==> src/rtl/lut_bram_ctrl.sv <==
// lut_bram_ctrl: sequences a dual-port LUT BRAM; port A loads the table, port B serves 2-cycle lookups (optional address clamp: LUT_CLAMP_EN)
module lut_bram_ctrl #(
  parameter int RAM_WIDTH  = 32,
  parameter int ADDR_LINES = 4
) (
  input  logic                  clk_i,
  input  logic                  rstn_i,
  input  logic                  cfg_start_i,
  input  logic [ADDR_LINES:0]   cfg_len_i,
  input  logic                  wr_valid_i,
  output logic                  wr_ready_o,
  input  logic [RAM_WIDTH-1:0]  wr_data_i,
  output logic                  tbl_ready_o,
  input  logic                  q_valid_i,
  output logic                  q_ready_o,
  input  logic [ADDR_LINES-1:0] q_addr_i,
  output logic                  r_valid_o,
  input  logic                  r_ready_i,
  output logic [RAM_WIDTH-1:0]  r_data_o,
  output logic                  r_oor_o,
  output logic [ADDR_LINES-1:0] bram_addra_o,
  output logic [RAM_WIDTH-1:0]  bram_dina_o,
  output logic                  bram_ena_o,
  output logic                  bram_wea_o,
  output logic                  bram_regcea_o,
  output logic                  bram_rstna_o,
  output logic [ADDR_LINES-1:0] bram_addrb_o,
  output logic                  bram_enb_o,
  output logic                  bram_web_o,
  output logic                  bram_regceb_o,
  output logic                  bram_rstnb_o,
  input  logic [RAM_WIDTH-1:0]  bram_doutb_i
);
  localparam logic [ADDR_LINES:0] DEPTH = (ADDR_LINES+1)'(1) << ADDR_LINES;
  typedef enum logic [1:0] {IDLE, LOAD, ACTIVE, DRAIN} state_t;
  state_t                state_q, state_d;
  logic [ADDR_LINES:0]   len_q, len_d;
  logic [ADDR_LINES-1:0] wptr_q, wptr_d;
  logic                  v1_q, v1_d, v2_q, v2_d, oor1_q, oor1_d, oor2_q, oor2_d;
  logic                  cfg_ok, stall, wr_fire, q_fire, oor, run;
  // handshakes, BRAM port drive and lookup pipeline advance
  always_comb begin
    cfg_ok        = cfg_start_i && cfg_len_i != '0 && cfg_len_i <= DEPTH;
    stall         = v2_q & ~r_ready_i;
    run           = state_q == ACTIVE || state_q == DRAIN;
    wr_ready_o    = state_q == LOAD;
    tbl_ready_o   = state_q == ACTIVE && !cfg_ok;
    q_ready_o     = tbl_ready_o & ~stall;
    wr_fire       = wr_valid_i & wr_ready_o;
    q_fire        = q_valid_i & q_ready_o;
    oor           = {1'b0, q_addr_i} >= len_q;
    bram_ena_o    = wr_fire;
    bram_wea_o    = wr_fire;
    bram_addra_o  = wptr_q;
    bram_dina_o   = wr_data_i;
    bram_regcea_o = 1'b0;
    bram_rstna_o  = 1'b1;
    bram_enb_o    = q_fire;
`ifdef LUT_CLAMP_EN
    bram_addrb_o  = oor ? ADDR_LINES'(len_q - 1'b1) : q_addr_i;
`else
    bram_addrb_o  = q_addr_i;
`endif
    bram_web_o    = 1'b0;
    bram_regceb_o = run & ~stall;
    bram_rstnb_o  = rstn_i;
    v1_d          = stall ? v1_q : q_fire;
    v2_d          = stall ? v2_q : v1_q;
    oor1_d        = stall ? oor1_q : q_fire & oor;
    oor2_d        = stall ? oor2_q : oor1_q;
    r_valid_o     = v2_q;
    r_oor_o       = oor2_q;
    r_data_o      = bram_doutb_i;
  end
  // table (re)load sequencing: length latch, write pointer and state transitions
  always_comb begin
    state_d = state_q;
    len_d   = len_q;
    wptr_d  = wptr_q;
    case (state_q)
      IDLE: if (cfg_ok) begin
        len_d   = cfg_len_i;
        wptr_d  = '0;
        state_d = LOAD;
      end
      LOAD: if (wr_fire) begin
        wptr_d  = wptr_q + 1'b1;
        state_d = {1'b0, wptr_q} == len_q - 1'b1 ? ACTIVE : LOAD;
      end
      ACTIVE: if (cfg_ok) begin
        len_d   = cfg_len_i;
        state_d = DRAIN;
      end
      default: if (!v1_q && !v2_q) begin
        wptr_d  = '0;
        state_d = LOAD;
      end
    endcase
  end
  // state and pipeline registers; reset discards any in-flight lookups
  always_ff @(posedge clk_i or negedge rstn_i) begin
    if (!rstn_i) begin
      state_q <= IDLE;
      len_q   <= '0;
      wptr_q  <= '0;
      v1_q    <= 1'b0;
      v2_q    <= 1'b0;
      oor1_q  <= 1'b0;
      oor2_q  <= 1'b0;
    end else begin
      state_q <= state_d;
      len_q   <= len_d;
      wptr_q  <= wptr_d;
      v1_q    <= v1_d;
      v2_q    <= v2_d;
      oor1_q  <= oor1_d;
      oor2_q  <= oor2_d;
    end
  end
endmodule

==> config.mk <==
export PLATFORM = sky130hd
export DESIGN_NAME = lut_bram_ctrl
export DESIGN_NICKNAME = d
export VERILOG_FILES = /design/src/rtl/lut_bram_ctrl.sv
export SDC_FILE = /design/constraint.sdc
export NUM_CORES = 1
export LEC_CHECK = 0
export CAP_MARGIN = 40
export CORE_MARGIN = 2
export CORE_UTILIZATION = 25
export CTS_CLUSTER_SIZE = 25
export DETAILED_ROUTE_END_ITERATION = 6
export PLACE_DENSITY = 0.8
export SLEW_MARGIN = 20
export SYNTH_ARGS = -nofsm -noshare
export SYNTH_HDL_FRONTEND = slang
export SYNTH_SLANG_ARGS = --single-unit
==> constraint.sdc <==
create_clock -name clk_i -period 2.2 [get_ports clk_i]
set_input_delay 0.44 -clock clk_i [delete_from_list [all_inputs] [get_ports clk_i]]
set_output_delay 0.44 -clock clk_i [all_outputs]
set_load 0.01 [all_outputs]
==> impl_metrics.ini <==
[run_status]
status = completed

[synthesis]
yosys.area.top_type_share = 0.347
synth-warning-count = 0
synth_top_area_cell = buf_4
postSynth.topFlopCell = dfrtp_1
synth_edf_count = 0
synthesized_netlist_cell_count = 183
postSynth.asyncResetShare = 1.00
yosysMostFrequentCell = buf_4
syn-mean-instance-area_sq_um = 8.62
synth_top_cells_by_count = buf_4, dfrtp_1, nand2_1
synth.distinct_cells = 36
mappedNetlistArea_sq_mm = 0.00158
top_cells_by_area_synth = buf_4, dfrtp_1, ha_1
flip_flop_and_latch_count_after_synthesis = 15
synth.yosys.seq_area_share = 0.238

[floorplanning]
standard_cell_row_count = 28
floorplan.die.height_um = 83.4
die_width_um = 83.4
core-area_sq_mm = 0.00603
die_ar_sq_mm = 0.00696
io_pins = 164
initial_core_util = 0.262

[final_layout]
antenna-diode-count = 0
final_design_area_no_fill_sq_mm = 0.00159
post_route_cells_drive_above_1_share = 0.209
final_cell_count_no_fill = 233
nNetsFinal = 248
syn_to_final_growth_pct = 0.634

[clock_network]
tritoncts = yes
root_buffer_selected_by_cts = clkbuf_8
cts.hold.buffers_added = 0
clock_sinks = 15
clock_tree.htree_level_count = 1
clk_pin_slew_worst_setup_hold_paths_ns = 0.07
cts_max_path_buffers = 2
numCtsBuffers = 3
clock_insertion_delay_worst_skew_ns = 0.25

[sta]
layout_worst_path_cycle_share = 0.962
rsz_0062_raised_after_global_routing = false
finalHoldViolCount = 0
slew_viol_final = 0
finalWorstPathRequiredPeriod_ns = 2.12
max_clock_freq_ghz = 0.472
setup_viol = 0
accumulated_negative_setup_slack_ns = 0
finalWorstSetupSlack_ns = 0.0827
finalClockSkew_ns = 0.00867
fin_hold_ws_ns = 0.446

[detailed_routing]
route.detailed.vias_per_inst = 4.42
first_pass_iters = 4
antenna_violating_nets_post_route = 0
routed_wire_length_um = 3110
drc = 0
routed_via_count = 1030
drt_iter0_markers = 42
wl_per_cell_um = 13.3

[min_path]
min_path_cells = 3
hold-path-endpoint = len_q[3]
hold_path.startpoint = cfg_len_i[3]
hold_class = in -> reg

[worst_setup_path]
startpoint = cfg_len_i[3]
worst_path_buf_inv = 2
worst_ep_arrival_time_ns = 1.68
path_delay_family = simple AND/OR/NAND/NOR gates
worst_path_largest_cell_delay_ns = 0.34
cp_data_required_time_ns = 1.76
worst-path-max-fanout = 2
startpoint_type = primary input
critPathKind = in -> out
r2r.worst_path.cells = 8
critical_path.slowest_cell = mux2_4
r2r-end = state_q[1]
timing.critical_path.to_type = output pin
critical_path.cell_chain = clkbuf_2 > nor4_4 > mux2_4 > and3_4 > and2_2 > buf_6
regToRegStartpoint = state_q[0]
r2r_slack_ns = 0.33

[placement]
place.port_buffers = 32
dp_hpwl_um = 2410
dpl-instance-area_sq_mm = 0.00152
placement.setup.worst_slack_ns = -0.696
place.detailed.instances = 227
globalplace.congestion = 0.774

[grt]
number_of_antenna_violations_at_the_first_check_in_global_routing = 0
grt_overflow = 0
wire_length_of_the_first_global_routing_pass_um = 5130
pin_count_of_the_biggest_net_entering_global_routing = 16
groute.usage.overall = 0.0893
first_global_vias = 1114

[pwr]
static-leakage-power_uw = 0.000740
vdd_ir_drop_max_mv = 0.376
power.density_cell_area_mw_per_mm2 = 1180

[run]
cap_viol_max_count = 0
[power breakdown]
part           switching (uW)  internal [uW]  total (uW)
Combinational             525            603        1130
Sequential                133            378         512
Clock                     106            127         234
Total                     764           1110        1870
[registers in the layout, summed over array words and instances (netlist names)]
register,flops
bram_addra_o,4
len_q,5
oor1_q,1
r_oor_o,1
r_valid_o,1
state_q,2
v1_q,1
[final cells by class]
class | instances | area, sq um
Sequential cell | 15 | 375
Tap cell | 75 | 93.8
Fill cell | 648 | 4440
Multi-Input combinational cell | 85 | 642
Timing Repair Buffer | 44 | 390
Inverter | 10 | 37.5
Clock buffer | 3 | 41.3
Clock inverter | 1 | 7.51
[how the worst max path moves through the flow]
stage                     cells after the start            end  slack (ns)
after CTS                                     6  bram_regceb_o       0.007
after global placement                        6     bram_enb_o       -0.70
after global routing                          4     bram_wea_o        0.02
final                                         6     bram_enb_o        0.08
after detailed placement                      6     bram_enb_o       -0.70
after floorplan                               4     bram_enb_o        0.24
[stage by stage]
step           utilization  power, uW
2_1_floorplan            -       1320
3_3_place_gp         0.252       1560
3_5_place_dp         0.252       1610
4_1_cts              0.264       1890
5_1_grt              0.263       2050
6_report             0.263       1870
[layout by cell type (no fill, tap or decap), types with 3 or more instances in the layout]
master           instances
buf_2                    4
buf_4                   11
clkbuf_8                 3
clkdlybuf4s50_1         22
conb_1                   3
dfrtp_1                 15
ha_1                     9
inv_1                    9
mux2_4                   3
nand2_1                 12
nand2b_1                 4
nand3_1                  3
nor2_1                   7
nor3_1                   5
o21ai_0                  7
xnor2_1                  4
[worst register-to-register path: stages, from the launching register on]
cell      delay [ns]
dfrtp_1         0.37
inv_1           0.08
ha_1            0.23
buf_4           0.15
or2_2           0.31
a211oi_2        0.29
buf_4           0.17
nand2_1         0.05
o22ai_1         0.14
[logic make-up (layout without fill, tap and decap cells)]
kind of cell	after synthesis	count (layout)	share of synthesized area
AO/OA/AOI/OAI	19	19	0.0952
XOR/XNOR	5	5	0.0278
adder cells (fa/ha/maj)	10	10	0.0793
buffers and inverters	84	58	0.374
flip-flops	15	15	0.238
multiplexers	4	4	0.0349
other	2	3	0.00476
AND/OR/NAND/NOR	44	44	0.146
[routing by layer]
| metal | global-route usage | wire [um] |
|---|---|---|
| met5 | 0 | 0 |
| met4 | 0.0455 | 81 |
| met3 | 0.0437 | 315 |
| met2 | 0.162 | 1590 |
| met1 | 0.0822 | 1120 |
[repair_timing]
action,in CTS,in global routing
pin swaps,1,1
resized for setup,31,4
setup endpoints to repair,10,4
buffers inserted,2,0
(Power assumes the default switching activity.)
